[src/rtl/soma_lif_integrator_if.sv]
// rtl/soma_lif_integrator_if.sv - weight/step input and spike output bundle for the LIF soma
interface soma_lif_integrator_if;
    logic [15:0] weight_in;
    logic        weight_valid;
    logic        step;
    logic        spike_out;
    logic [6:0]  spike_id;

    modport master (output weight_in, weight_valid, step, input spike_out, spike_id);
    modport slave  (input weight_in, weight_valid, step, output spike_out, spike_id);
endinterface

[src/rtl/soma_lif_integrator.sv]
// rtl/soma_lif_integrator.sv - leaky integrate-and-fire soma with saturating membrane and refractory period
module soma_lif_integrator #(
    parameter logic [6:0]                NEURON_ID  = 7'd0,
    parameter int                        V_WIDTH    = 20,
    parameter logic signed [V_WIDTH-1:0] V_TH       = 20'sh00A00,
    parameter logic signed [V_WIDTH-1:0] V_RESET    = 20'sh00000,
    parameter int                        LEAK_SHIFT = 4,
    parameter int                        REFRAC     = 3
) (
    input  logic                clk,
    input  logic                rst,
    input  logic                kill,
    soma_lif_integrator_if.slave s_if,
    output logic [V_WIDTH-1:0]  v_mem,
    output logic                refractory,
    output logic                busy,
    output logic                step_ovf
);
    localparam int RW = (REFRAC < 1) ? 1 : $clog2(REFRAC + 1);
    localparam int EW = V_WIDTH + 2;

    typedef enum logic [1:0] {ST_IDLE, ST_LEAK, ST_CHECK, ST_FIRE} state_t;

    state_t                     r_state;
    state_t                     w_state_nxt;
    logic signed [V_WIDTH-1:0]  r_v;
    logic signed [V_WIDTH-1:0]  r_pend;
    logic [RW-1:0]              r_ref_cnt;
    logic                       r_step_pend;
    logic                       r_step_ovf;

    logic signed [EW-1:0]       w_v_ext;
    logic signed [EW-1:0]       w_pend_ext;
    logic signed [EW-1:0]       w_w_ext;
    logic signed [EW-1:0]       w_w_term;
    logic signed [V_WIDTH-1:0]  w_leak;
    logic                       w_fire;

    // Sums are formed two bits wider so a single clamp covers v + pend + w.
    function automatic logic signed [V_WIDTH-1:0] sat(input logic signed [EW-1:0] x);
        if (x[EW-1:V_WIDTH-1] == 3'b000 || x[EW-1:V_WIDTH-1] == 3'b111)
            sat = x[V_WIDTH-1:0];
        else if (x[EW-1])
            sat = {1'b1, {(V_WIDTH-1){1'b0}}};
        else
            sat = {1'b0, {(V_WIDTH-1){1'b1}}};
    endfunction

    assign w_v_ext    = {{2{r_v[V_WIDTH-1]}}, r_v};
    assign w_pend_ext = {{2{r_pend[V_WIDTH-1]}}, r_pend};
    assign w_w_ext    = {{(EW-16){s_if.weight_in[15]}}, s_if.weight_in};
    assign w_w_term   = s_if.weight_valid ? w_w_ext : '0;
    assign w_leak     = r_v - (r_v >>> LEAK_SHIFT);
    assign w_fire     = (r_v >= V_TH);

    always_ff @(posedge clk) begin
        if (!rst || kill)
            r_state <= ST_IDLE;
        else
            r_state <= w_state_nxt;
    end

    always_comb begin
        w_state_nxt = r_state;
        case (r_state)
            ST_IDLE:  if (s_if.step || r_step_pend) w_state_nxt = ST_LEAK;
            ST_LEAK:  w_state_nxt = ST_CHECK;
            ST_CHECK: w_state_nxt = w_fire ? ST_FIRE : ST_IDLE;
            ST_FIRE:  w_state_nxt = ST_IDLE;
            default:  w_state_nxt = ST_IDLE;
        endcase
    end

    always_ff @(posedge clk) begin
        if (!rst || kill) begin
            r_v         <= '0;
            r_pend      <= '0;
            r_ref_cnt   <= '0;
            r_step_pend <= 1'b0;
            r_step_ovf  <= 1'b0;
        end else begin
            case (r_state)
                ST_IDLE: begin
                    // pend is zero except on the first idle cycle after a busy stretch
                    if (r_ref_cnt == '0)
                        r_v <= sat(w_v_ext + w_pend_ext + w_w_term);
                    r_pend      <= '0;
                    r_step_pend <= r_step_pend & s_if.step;
                end
                ST_LEAK: begin
                    r_v <= w_leak;
                    if (r_ref_cnt != '0)
                        r_ref_cnt <= r_ref_cnt - RW'(1);
                end
                ST_CHECK: begin
                    if (w_fire) begin
                        r_v       <= V_RESET;
                        r_ref_cnt <= RW'(REFRAC);
                    end
                end
                default: ;
            endcase
            if (r_state != ST_IDLE) begin
                if (s_if.weight_valid)
                    r_pend <= sat(w_pend_ext + w_w_ext);
                if (s_if.step) begin
                    if (r_step_pend)
                        r_step_ovf <= 1'b1;
                    else
                        r_step_pend <= 1'b1;
                end
            end
        end
    end

    assign s_if.spike_out = (r_state == ST_FIRE);
    assign s_if.spike_id  = (r_state == ST_FIRE) ? NEURON_ID : 7'd0;
    assign v_mem          = r_v;
    assign refractory     = (r_ref_cnt != '0);
    assign busy           = (r_state != ST_IDLE);
    assign step_ovf       = r_step_ovf;
endmodule
[src/flat_wrapper.sv]
// flat-port wrapper written by rule: the top's interface ports become plain ports
module soma_lif_integrator_flat 
#(
    parameter logic [6:0]                NEURON_ID  = 7'd0,
    parameter int                        V_WIDTH    = 20,
    parameter logic signed [V_WIDTH-1:0] V_TH       = 20'sh00A00,
    parameter logic signed [V_WIDTH-1:0] V_RESET    = 20'sh00000,
    parameter int                        LEAK_SHIFT = 4,
    parameter int                        REFRAC     = 3
)
  (clk, rst, kill, v_mem, refractory, busy, step_ovf, s_if_weight_in, s_if_weight_valid, s_if_step, s_if_spike_out, s_if_spike_id);
  soma_lif_integrator_if s_if_i ();
  input  logic clk;
  input  logic rst;
  input  logic kill;
  output logic [V_WIDTH-1:0] v_mem;
  output logic refractory;
  output logic busy;
  output logic step_ovf;
  input wire logic [$bits(s_if_i.weight_in)-1:0] s_if_weight_in;
  input wire logic [$bits(s_if_i.weight_valid)-1:0] s_if_weight_valid;
  input wire logic [$bits(s_if_i.step)-1:0] s_if_step;
  output wire logic [$bits(s_if_i.spike_out)-1:0] s_if_spike_out;
  output wire logic [$bits(s_if_i.spike_id)-1:0] s_if_spike_id;
  assign s_if_i.weight_in = s_if_weight_in;
  assign s_if_i.weight_valid = s_if_weight_valid;
  assign s_if_i.step = s_if_step;
  assign s_if_spike_out = s_if_i.spike_out;
  assign s_if_spike_id = s_if_i.spike_id;
  soma_lif_integrator #(.NEURON_ID(NEURON_ID), .V_WIDTH(V_WIDTH), .V_TH(V_TH), .V_RESET(V_RESET), .LEAK_SHIFT(LEAK_SHIFT), .REFRAC(REFRAC)) u_core (.clk(clk), .rst(rst), .kill(kill), .s_if(s_if_i), .v_mem(v_mem), .refractory(refractory), .busy(busy), .step_ovf(step_ovf));
endmodule
[config.mk]
export PLATFORM = sky130hd
export DESIGN_NAME = soma_lif_integrator_flat
export DESIGN_NICKNAME = d
export VERILOG_FILES = /design/src/rtl/soma_lif_integrator_if.sv /design/src/rtl/soma_lif_integrator.sv /design/src/flat_wrapper.sv
export SDC_FILE = /design/constraint.sdc
export NUM_CORES = 1
export LEC_CHECK = 0
export ABC_AREA = 1
export CORE_ASPECT_RATIO = 0.6
export CORE_UTILIZATION = 55
export DETAILED_ROUTE_END_ITERATION = 6
export GPL_ROUTABILITY_DRIVEN = 0
export GPL_TIMING_DRIVEN = 0
export HOLD_SLACK_MARGIN = 0.03
export PLACE_DENSITY = 0.79
export SETUP_SLACK_MARGIN = 0.02
export SLEW_MARGIN = 10
export SYNTH_ARGS = -nofsm -noshare
export SYNTH_HDL_FRONTEND = slang
export SYNTH_SLANG_ARGS = --single-unit
[constraint.sdc]
create_clock -name clk -period 3.73 [get_ports clk]
set_clock_uncertainty 0.15 [all_clocks]
set_input_delay 1.119 -clock clk [delete_from_list [all_inputs] [get_ports clk]]
set_output_delay 1.119 -clock clk [all_outputs]
set_load 0.05 [all_outputs]
==> flow_summary_export.csv, run 1 <==
group,metric,value,unit
run_status,outcome,"complete, but fails checks",
run_status,violations,"setup timing",
critical_path,end_kind,"flip-flop",
die,core_region_area,12300,um^2
timing,fmax,255,MHz
die,dieArea,13300,um^2
timing,worst_hold_slack,0.312,ns
timing,hold_viol_final,0,
timing,setup_violations,20,
finish,final_core_util,74.0,%
critical_path,worstPathMaxFanout,4,
synthesis,ys_types,51,
synthesis,synth.top_cells.by_area,"nand2_1 (19%), ha_1 (15%), dfxtp_1 (13%)",
placement,dp_cells,1407,
synthesis,synth_area_leader_cell,"nand2_1",
global_route,overflow,0,
timing,tightest_slew,0.737,ns
finish,num_antenna_cells,0,
worst_hold_path,hold_path_class,"flip-flop to flip-flop",
finish,drive_above_1_share,19.9,%
synthesis,synth_edf_count,0,
power_and_ir_drop,p_leak,0.00461,uW
clocking,clk_latency,0.30,ns
routing,drt_iter0_drc,1102,
routing,drt_wl_total,26000,um
routing,ant_nets,0,
finish,nFillCells,948,
critical_path,cp.required,3.80,ns
timing,fin_crit_sh,105,%
timing,worst_slack,-0.188,ns
synthesis,synth_flop_cell,"dfxtp_1",
critical_path,slowest_stage,"dfxtp_4",
finish,multi_input_area,6270,um^2
die,die_h,89.9,um
synthesis,synth_area,7080,um^2
global_route,track_usage,36.6,%
critical_path,critPathMaxStageDelay,0.36,ns
finish,final_cell_area,9100,um^2
synthesis,yosysWarningCount,0,
routing,wire_per_inst,18.0,um
global_route,grt_pass1_wl,38600,um
clocking,htreeDepth,2,
synthesis,avgSynthCellArea,5.94,um^2
routing,vias,8590,
global_route,antenna_found_initial,0,
global_route,grt_pass1_vias,7606,
critical_path,worstPathCellList,"ha_4 -> a21oi_4 -> nor2_2 -> o21ai_1 -> o211ai_1 -> a31oi_2 -> buf_4 -> buf_4 -> xnor2_1 -> ha_1 -> nand2_1 -> nand2_1 -> a21oi_1 -> nand2_1 -> nand2_2 -> nand4_1 -> nand2_4 -> nand3_4 -> buf_12 -> nand3_2 -> nor2_1 -> nor2_1",
clocking,cts_buffers,5,
clocking,cts_hold_buf,0,
synthesis,synth_top_area_share,18.9,%
synthesis,synthArstFlopShare,0,%
placement,dp_hpwl,18900,um
synthesis,ys_seq_elements,46,
critical_path,crit_top_cell,"nand2_1",
timing,drv_slew,0,
finish,syn_to_final_growth,28.4,%
synthesis,ys_top_cells_by_count,"nand2_1 (357), inv_1 (140), a21oi_1 (115)",
clocking,cts_tree,"done",
global_route,grt_start_max_net_pins,15,
critical_path,critPathKind,"flip-flop to flip-flop",
timing,rsz0062_at_grt,"yes",
clocking,cts_sinks,46,
die,die_w,148,um
critical_path,critPathArrivalTime,3.99,ns
synthesis,yosysMostFrequentCell,"nand2_1",
synthesis,synth_cells,1193,
timing,timing.max_slew.rel_slack,50.9,%
placement,dpl_cell_area,7750,um^2
die,start_util,57.6,%
timing,post-route-min-period,3.92,ns
power_and_ir_drop,powerDensity,320,nW/um^2
critical_path,cp-start-kind,"flip-flop",
clocking,cts_max_path_buffers,2,
routing,drcViolationCount,0,
die,num_io_pins,52,
job,drv_cap,0,
placement,io_buffers,43,
routing,firstDrtPassIters,6,
finish,regArea,985,um^2
routing,viasPerCell,5.93,
clocking,cts-root-buf,"clkbuf_16",
synthesis,yosysSeqAreaShare,13.0,%
finish,fin_nets,1395,
finish,final_cells,1449,
clocking,clkTransAtPathRegs,0.07,ns
power_and_ir_drop,vdd_drop_max,0.201,mV
die,rows,31,
## flip-flops by register name (all words and copies together), names as in the netlist
signal	cells
u_core.r_pend	20
u_core.r_ref_cnt	2
u_core.r_state	2
u_core.r_step_pend	1
u_core.step_ovf	1
u_core.v_mem	20
## final cells by class
| cell class | count | area share, % |
|---|---|---|
| plain buffers | 23 | 1.61 |
| clock buffers | 5 | 1.38 |
| clock inverters | 3 | 0.440 |
| inverters | 158 | 6.62 |
| multi-input cells | 974 | 68.9 |
| flip-flops and latches | 46 | 10.8 |
| well taps | 165 | 2.27 |
| repair buffers | 75 | 7.94 |
## critical path: cells and delay by family, from the launching register on
family	cells	cell delay [ns]
AND/OR/NAND/NOR	11	1.24
AO/OA/AOI/OAI	5	0.97
adder cells (fa/ha/maj)	2	0.57
buffers and inverters	3	0.42
flip-flops	1	0.36
XOR/XNOR	1	0.10
## layout by cell type (no fill, tap or decap), drive strengths merged, types with 2 or more instances in the layout
cell	n
o21a	3
o21ai	70
nand2	372
clkinv	2
dfxtp	46
a21o	4
inv	157
conb	7
fa	4
nor3	8
nand3	82
buf	46
a21oi	119
and2	3
nand3b	6
ha	87
clkbuf	14
nand4	17
a31oi	3
nor4	7
xor2	32
o21bai	7
clkdlybuf4s50	41
xnor2	16
o211ai	4
nor2	114
## stage by stage
stage          setup WS [ns]  setup TNS, ns  total power (uW)
3_3_place_gp          -0.477         -13.31              2030
3_5_place_dp          -0.676         -18.18              2050
6_report              -0.188          -2.58              2910
4_1_cts               0.0206              0              2700
2_1_floorplan         0.0648              0              1670
5_1_grt               -0.324          -5.18              3070
## routing by layer
layer | vias to the layer above | routed length [um] | global-route usage [%]
met5 | - | 0 | 0
met4 | 0 | 303 | 4.81
met3 | 39 | 3850 | 14.1
met2 | 509 | 10200 | 48.0
met1 | 3958 | 11600 | 55.7
li1 | 4084 | - | -
## report_power, final
part,internal (uW),switching (uW)
Sequential,529,69.3
Clock,315,219
Combinational,631,1150
## path summary, 6_finish.rpt
kind,startpoint,end,slack (ns),depth (start not counted)
max,u_core.r_pend[3]$_SDFF_PP0_,u_core.v_mem[10]$_SDFFE_PP0P_,-0.19,22
max reg2reg,u_core.r_pend[3]$_SDFF_PP0_,u_core.v_mem[10]$_SDFFE_PP0P_,-0.19,22
min,u_core.step_ovf$_SDFFE_PP0P_,u_core.step_ovf$_SDFFE_PP0P_,0.31,2
min reg2reg,u_core.step_ovf$_SDFFE_PP0P_,u_core.step_ovf$_SDFFE_PP0P_,0.31,2
## timing repair
action / CTS / global route
setup buffers: 18 / 14
gates resized for setup: 98 / 103
setup endpoints to repair: 35 / 39
pin swaps: 30 / 57
gates cloned: 2 / 0
## cells by family (layout without fill, tap and decap cells)
kind of cell	count (synthesis)	after routing	synth area share, %
flops	46	46	13.0
xor+xnor	48	48	5.94
fa+ha+maj	91	91	16.5
buf+inv	181	264	10.4
other cells	1	7	0.0530
simple gates	608	610	37.3
compound gates	218	218	16.8
Power figures use the tool's default switching activity.
==> inputs of run 2 (changes only) <==
Settings changed: TNS_END_PERCENT set to 20.
==> run 2 against run 1 <==
  * The flow still finishes with violations (setup timing)
  * Highest routed layer unchanged
  * Flip-flop and latch count did not move
  * Total power down 0.67%
  * Die area unchanged
==> flow_summary_export.csv, run 2 (synthesis gave the netlist of run 1 again) <==
group,metric,value,unit
run_status,outcome,"complete, but fails checks",
run_status,violations,"setup timing",
critical_path,worstPathMaxFanout,4,
routing,drcViolationCount,0,
global_route,grt_start_max_net_pins,15,
critical_path,cp-start-kind,"flip-flop",
routing,firstDrtPassIters,7,
global_route,grt_pass1_wl,37900,um
finish,final_cell_mix,"nand2_1 (322), inv_1 (136), a21oi_1 (98)",
die,core_region_area,12300,um^2
job,drv_cap,0,
timing,rsz0062_at_grt,"yes",
power_and_ir_drop,vdd_drop_max,0.197,mV
critical_path,critPathKind,"flip-flop to flip-flop",
critical_path,end_kind,"flip-flop",
power_and_ir_drop,powerDensity,321,nW/um^2
routing,drt_iter0_drc,1068,
placement,dp_hpwl,18900,um
critical_path,crit_path_end,"u_core.v_mem[10]$_SDFFE_PP0P_",
critical_path,cp-startpoint,"u_core.r_pend[3]$_SDFF_PP0_",
finish,fin_nets,1393,
timing,fmax,253,MHz
finish,syn_to_final_growth,27.0,%
timing,worst_slack,-0.227,ns
timing,fin_crit_sh,106,%
die,die_h,89.9,um
critical_path,r2r_start,"u_core.r_pend[3]$_SDFF_PP0_",
clocking,clk_latency,0.30,ns
clocking,cts_hold_buf,0,
routing,vias,8643,
global_route,grt_pass1_vias,7490,
timing,timing.max_slew.rel_slack,51.2,%
routing,ant_nets,0,
die,dieArea,13300,um^2
routing,drt_wl_total,25700,um
critical_path,rrSetupSlack,-0.23,ns
clocking,cts-root-buf,"clkbuf_16",
finish,drive_above_1_share,19.5,%
timing,tightest_slew,0.732,ns
global_route,overflow,0,
timing,setup_violations,19,
critical_path,reg2reg_depth,24,
critical_path,critPathArrivalTime,4.03,ns
finish,nFillCells,985,
global_route,track_usage,36.0,%
critical_path,cp.required,3.80,ns
die,start_util,57.6,%
clocking,cts_tree,"done",
routing,wire_per_inst,17.7,um
finish,final_common_cell,"nand2_1",
timing,hold_viol_final,0,
placement,io_buffers,43,
critical_path,r2r_end,"u_core.v_mem[10]$_SDFFE_PP0P_",
clocking,htreeDepth,2,
timing,post-route-min-period,3.96,ns
routing,viasPerCell,5.97,
global_route,antenna_found_initial,0,
clocking,cts_sinks,46,
clocking,cts_buffers,5,
die,num_io_pins,52,
power_and_ir_drop,p_leak,0.00457,uW
clocking,clkTransAtPathRegs,0.07,ns
timing,drv_slew,0,
worst_hold_path,hold_path_class,"flip-flop to flip-flop",
die,die_w,148,um
finish,num_antenna_cells,0,
timing,worst_hold_slack,0.310,ns
placement,dp_slack,-0.676,ns
clocking,cts_max_path_buffers,2,
die,rows,31,
-- run 2: timing repair --
action | 4_1_cts | 5_1_grt
gates cloned | 2 | 0
endpoints found under the setup margin | 35 | 39
pin swaps | 23 | 53
setup buffers | 13 | 17
resized for setup | 96 | 97
-- run 2: final cells by class --
cell class	instances	area (um^2)	area share, %
inverters	158	599	6.66
clock buffers	5	125	1.39
clock inverters	3	40.0	0.445
flip-flops and latches	46	992	11.0
multi-input cells	974	6210	69.0
plain buffers	23	144	1.60
well taps	165	206	2.30
repair buffers	73	679	7.55
-- run 2: power by group --
group / internal [uW] / switching (uW) / leakage, uW / total [uW]
Combinational: 618 / 1130 / 0.00410 / 1750
Clock: 315 / 222 / 0.0000836 / 537
Sequential: 529 / 71.3 / 0.000390 / 600
Total: 1460 / 1430 / 0.00457 / 2890
-- run 2: critical path, stage by stage, from the launching register on --
cell and delay [ns]:
dfxtp_4 0.36, ha_4 0.27, a21oi_4 0.18, nor2_2 0.08, o21ai_1 0.18, o211ai_1 0.16, a31oi_2 0.24, o21ai_2 0.12
nand2_1 0.11, nand2_1 0.09, nand2_1 0.08, nand2_1 0.10, ha_4 0.29, a21oi_2 0.20, nand2_2 0.12, a21oi_4 0.20
nand3_2 0.11, nand2_1 0.08, nand2_1 0.07, nand2_2 0.15, nand3_4 0.14, buf_12 0.17, nand3_2 0.05, nor2_1 0.05
nor2_1 0.12
-- run 2: how the worst min path moves through the flow --
stage / start / end / slack (ns) / cells after the start
floorplan: u_core.r_pend[0]$_SDFF_PP0_ / u_core.r_pend[0]$_SDFF_PP0_ / 0.32 / 2
global placement: u_core.step_ovf$_SDFFE_PP0P_ / u_core.step_ovf$_SDFFE_PP0P_ / 0.30 / 2
detailed placement: u_core.step_ovf$_SDFFE_PP0P_ / u_core.step_ovf$_SDFFE_PP0P_ / 0.30 / 2
CTS: u_core.step_ovf$_SDFFE_PP0P_ / u_core.step_ovf$_SDFFE_PP0P_ / 0.32 / 2
global route: u_core.step_ovf$_SDFFE_PP0P_ / u_core.step_ovf$_SDFFE_PP0P_ / 0.37 / 2
finish: u_core.step_ovf$_SDFFE_PP0P_ / u_core.step_ovf$_SDFFE_PP0P_ / 0.31 / 2
-- run 2: layer usage --
layer / track usage, % / routed length (um)
met5: 0 / 0
met2: 46.5 / 9960
met3: 13.3 / 4050
met1: 55.8 / 11400
met4: 4.21 / 319
-- run 2: metrics by stage --
stage               TNS [ns]  instances  utilization (%)  cell area, um^2  total power, uW
finish                 -3.30       1447             73.2             8990             2890
global route           -7.11       1447             73.2             8990             3060
CTS                        0       1430             69.0             8480             2690
detailed placement    -18.18       1407             63.1             7750             2050
global placement      -13.31       1407             63.1             7750             2030
floorplan                  0       1199                -             7120             1670
==> inputs of run 3 (changes only) <==
Settings changed: PLACE_DENSITY 0.79 to unset, PLACE_DENSITY_LB_ADDON set to 0.15.
Clock period 3.73 ns to 3.2 ns, I/O delays scaled along.
==> run 3 against run 2 <==
  * Largest power group unchanged
  * Register-to-register slack got worse by 0.48 ns
  * Die area unchanged
  * The flow still finishes with violations (setup timing)
  * Flip-flop and latch count stayed put
  * Final cell count up 0.28%
  * Sequential share of layout area is essentially flat
  * Sequential power rose by 14%
  * Highest routed layer unchanged
  * Total power up 15%
==> flow_summary_export.csv, run 3 (synthesis gave the netlist of run 1 again) <==
group,metric,value,unit
critical_path,crit_top_cell,"nand2_2",
worst_hold_path,hold_start,"u_core.step_ovf$_SDFFE_PP0P_",
timing,setup_violations,35,
routing,ant_nets,0,
power_and_ir_drop,share_comb_of_total_power,62.6,%
routing,firstDrtPassIters,7,
global_route,grt_pass1_wl,38700,um
timing,drv_slew,0,
timing,timing.max_slew.rel_slack,48.9,%
routing,vias,8513,
clocking,cts_max_path_buffers,2,
routing,wire_per_inst,17.3,um
finish,drive_above_1_share,20.1,%
global_route,overflow,0,
power_and_ir_drop,switching_share,50.4,%
critical_path,reg2reg_depth,23,
global_route,grt_start_max_net_pins,17,
job,drv_cap,0,
clocking,clk_latency,0.30,ns
global_route,antenna_found_initial,0,
timing,tightest_slew,0.759,ns
critical_path,critPathArrivalTime,3.97,ns
die,die_w,148,um
die,num_io_pins,52,
clocking,cts_tree,"done",
global_route,track_usage,37.0,%
routing,drt_iter0_drc,1013,
power_and_ir_drop,seqPwrFrac,20.6,%
clocking,cts-root-buf,"clkbuf_16",
clocking,cts_hold_buf,0,
placement,dp_hpwl,19100,um
routing,drcViolationCount,0,
worst_hold_path,worst_hold_path.num_cells,2,
die,core_region_area,12300,um^2
routing,drt_wl_total,25100,um
finish,num_antenna_cells,0,
finish,final_common_cell,"nand2_1",
die,dieArea,13300,um^2
clocking,clkTransAtPathRegs,0.07,ns
critical_path,worstPathMaxFanout,5,
clocking,htreeDepth,2,
power_and_ir_drop,p_leak,0.00464,uW
finish,final_cell_mix,"nand2_1 (329), inv_1 (137), a21oi_1 (94)",
critical_path,r2r_end,"u_core.v_mem[14]$_SDFFE_PP0P_",
die,start_util,57.6,%
timing,fmax,256,MHz
critical_path,critPathMaxStageDelay,0.40,ns
die,die_h,89.9,um
critical_path,critPathKind,"flip-flop to flip-flop",
finish,fin_nets,1397,
clocking,cts_sinks,46,
power_and_ir_drop,finalPower,3310,uW
critical_path,cp-start-kind,"flip-flop",
clocking,cts_buffers,5,
finish,syn_to_final_growth,27.8,%
run_status,outcome,"complete, but fails checks",
power_and_ir_drop,vdd_drop_max,0.208,mV
power_and_ir_drop,power_frac_clock,16.8,%
critical_path,end_kind,"flip-flop",
critical_path,cp.required,3.26,ns
worst_hold_path,hold_end,"u_core.step_ovf$_SDFFE_PP0P_",
global_route,grt_pass1_vias,7627,
timing,hold_viol_final,0,
power_and_ir_drop,p_sw,1670,uW
die,rows,31,
timing,fin_crit_sh,122,%
critical_path,slowest_stage,"ha_1",
placement,io_buffers,43,
placement,dp_slack,-0.917,ns
power_and_ir_drop,powerDensity,366,nW/um^2
timing,post-route-min-period,3.91,ns
timing,worst_slack,-0.709,ns
critical_path,r2r_start,"u_core.r_pend[9]$_SDFF_PP0_",
critical_path,worstPathCellList,"ha_4 -> nand2_4 -> nor4_4 -> nand4_1 -> nand3_4 -> nand2_2 -> nand2_2 -> a21oi_2 -> xor2_1 -> ha_1 -> nand2_1 -> nor2_2 -> and2_4 -> nand3b_4 -> nand3_4 -> nand2_2 -> nand2_2 -> nand2_4 -> nand2_8 -> nand2_8 -> nor2_4 -> nor2_2 -> nor2_2",
worst_hold_path,hold_path_class,"flip-flop to flip-flop",
finish,nFillCells,1043,
timing,rsz0062_at_grt,"yes",
finish,final_core_util,73.6,%
critical_path,rrSetupSlack,-0.71,ns
routing,viasPerCell,5.87,
power_and_ir_drop,p_int,1640,uW
run_status,violations,"setup timing",
-- run 3: how the worst max path moves through the flow --
stage | from | cells past startpoint | slack [ns] | end
after floorplan | u_core.v_mem[0]$_SDFFE_PP0P_ | 24 | -0.11 | u_core.v_mem[16]$_SDFFE_PP0P_
after global placement | u_core.v_mem[10]$_SDFFE_PP0P_ | 24 | -0.85 | u_core.v_mem[16]$_SDFFE_PP0P_
after detailed placement | u_core.v_mem[10]$_SDFFE_PP0P_ | 24 | -0.92 | u_core.v_mem[16]$_SDFFE_PP0P_
after CTS | u_core.v_mem[15]$_SDFFE_PP0P_ | 21 | -0.50 | u_core.v_mem[0]$_SDFFE_PP0P_
after global routing | u_core.v_mem[9]$_SDFFE_PP0P_ | 23 | -0.82 | u_core.v_mem[14]$_SDFFE_PP0P_
final | u_core.r_pend[9]$_SDFF_PP0_ | 23 | -0.71 | u_core.v_mem[14]$_SDFFE_PP0P_
-- run 3: timing repair --
action,CTS,global route
setup endpoints to repair,39,40
gates cloned,0,1
pin swaps,48,37
setup buffers,29,6
resized for setup,73,59
-- run 3: power by group through the flow --
stage / Sequential [uW] / Combinational, uW / Clock [uW]
after floorplan: 792 / 1210 / 0
after global placement: 716 / 1710 / 0
after detailed placement: 716 / 1730 / 0
after CTS: 682 / 1880 / 555
after global routing: 686 / 2270 / 585
final: 684 / 2070 / 556
-- run 3: cell type report --
type | count | area, um^2 | area share [%]
multi-input combinational | 973 | 6230 | 68.8
sequential | 46 | 997 | 11.0
timing repair buffer | 78 | 728 | 8.05
inverter | 158 | 593 | 6.55
tap | 165 | 206 | 2.28
buffer | 23 | 144 | 1.59
clock buffer | 5 | 125 | 1.38
clock inverter | 3 | 25.0 | 0.277
-- run 3: through the flow --
stage	setup TNS [ns]	area [um^2]	cells	hold WS, ns
global placement	-26.73	8070	1407	0.308
CTS	-10.00	8740	1444	0.327
finish	-13.91	9050	1451	0.321
global route	-18.68	9050	1451	0.360
floorplan	-1.60	7430	1199	0.316
detailed placement	-28.46	8070	1407	0.305
-- run 3: critical path, delay by kind of cell, from the launching register on --
kind | cells | cell delay (ns)
and+or+nand+nor | 19 | 2.43
adders and majority gates | 2 | 0.71
DFF | 1 | 0.36
xor gates and xnor gates | 1 | 0.14
AOI/OAI and AO/OA | 1 | 0.05
-- run 3: metal layers --
metal,GRT usage (%),share of wire (%)
met5,0,0
met4,5.15,1.1
met3,12.6,15
met2,48.2,37
met1,57.4,46
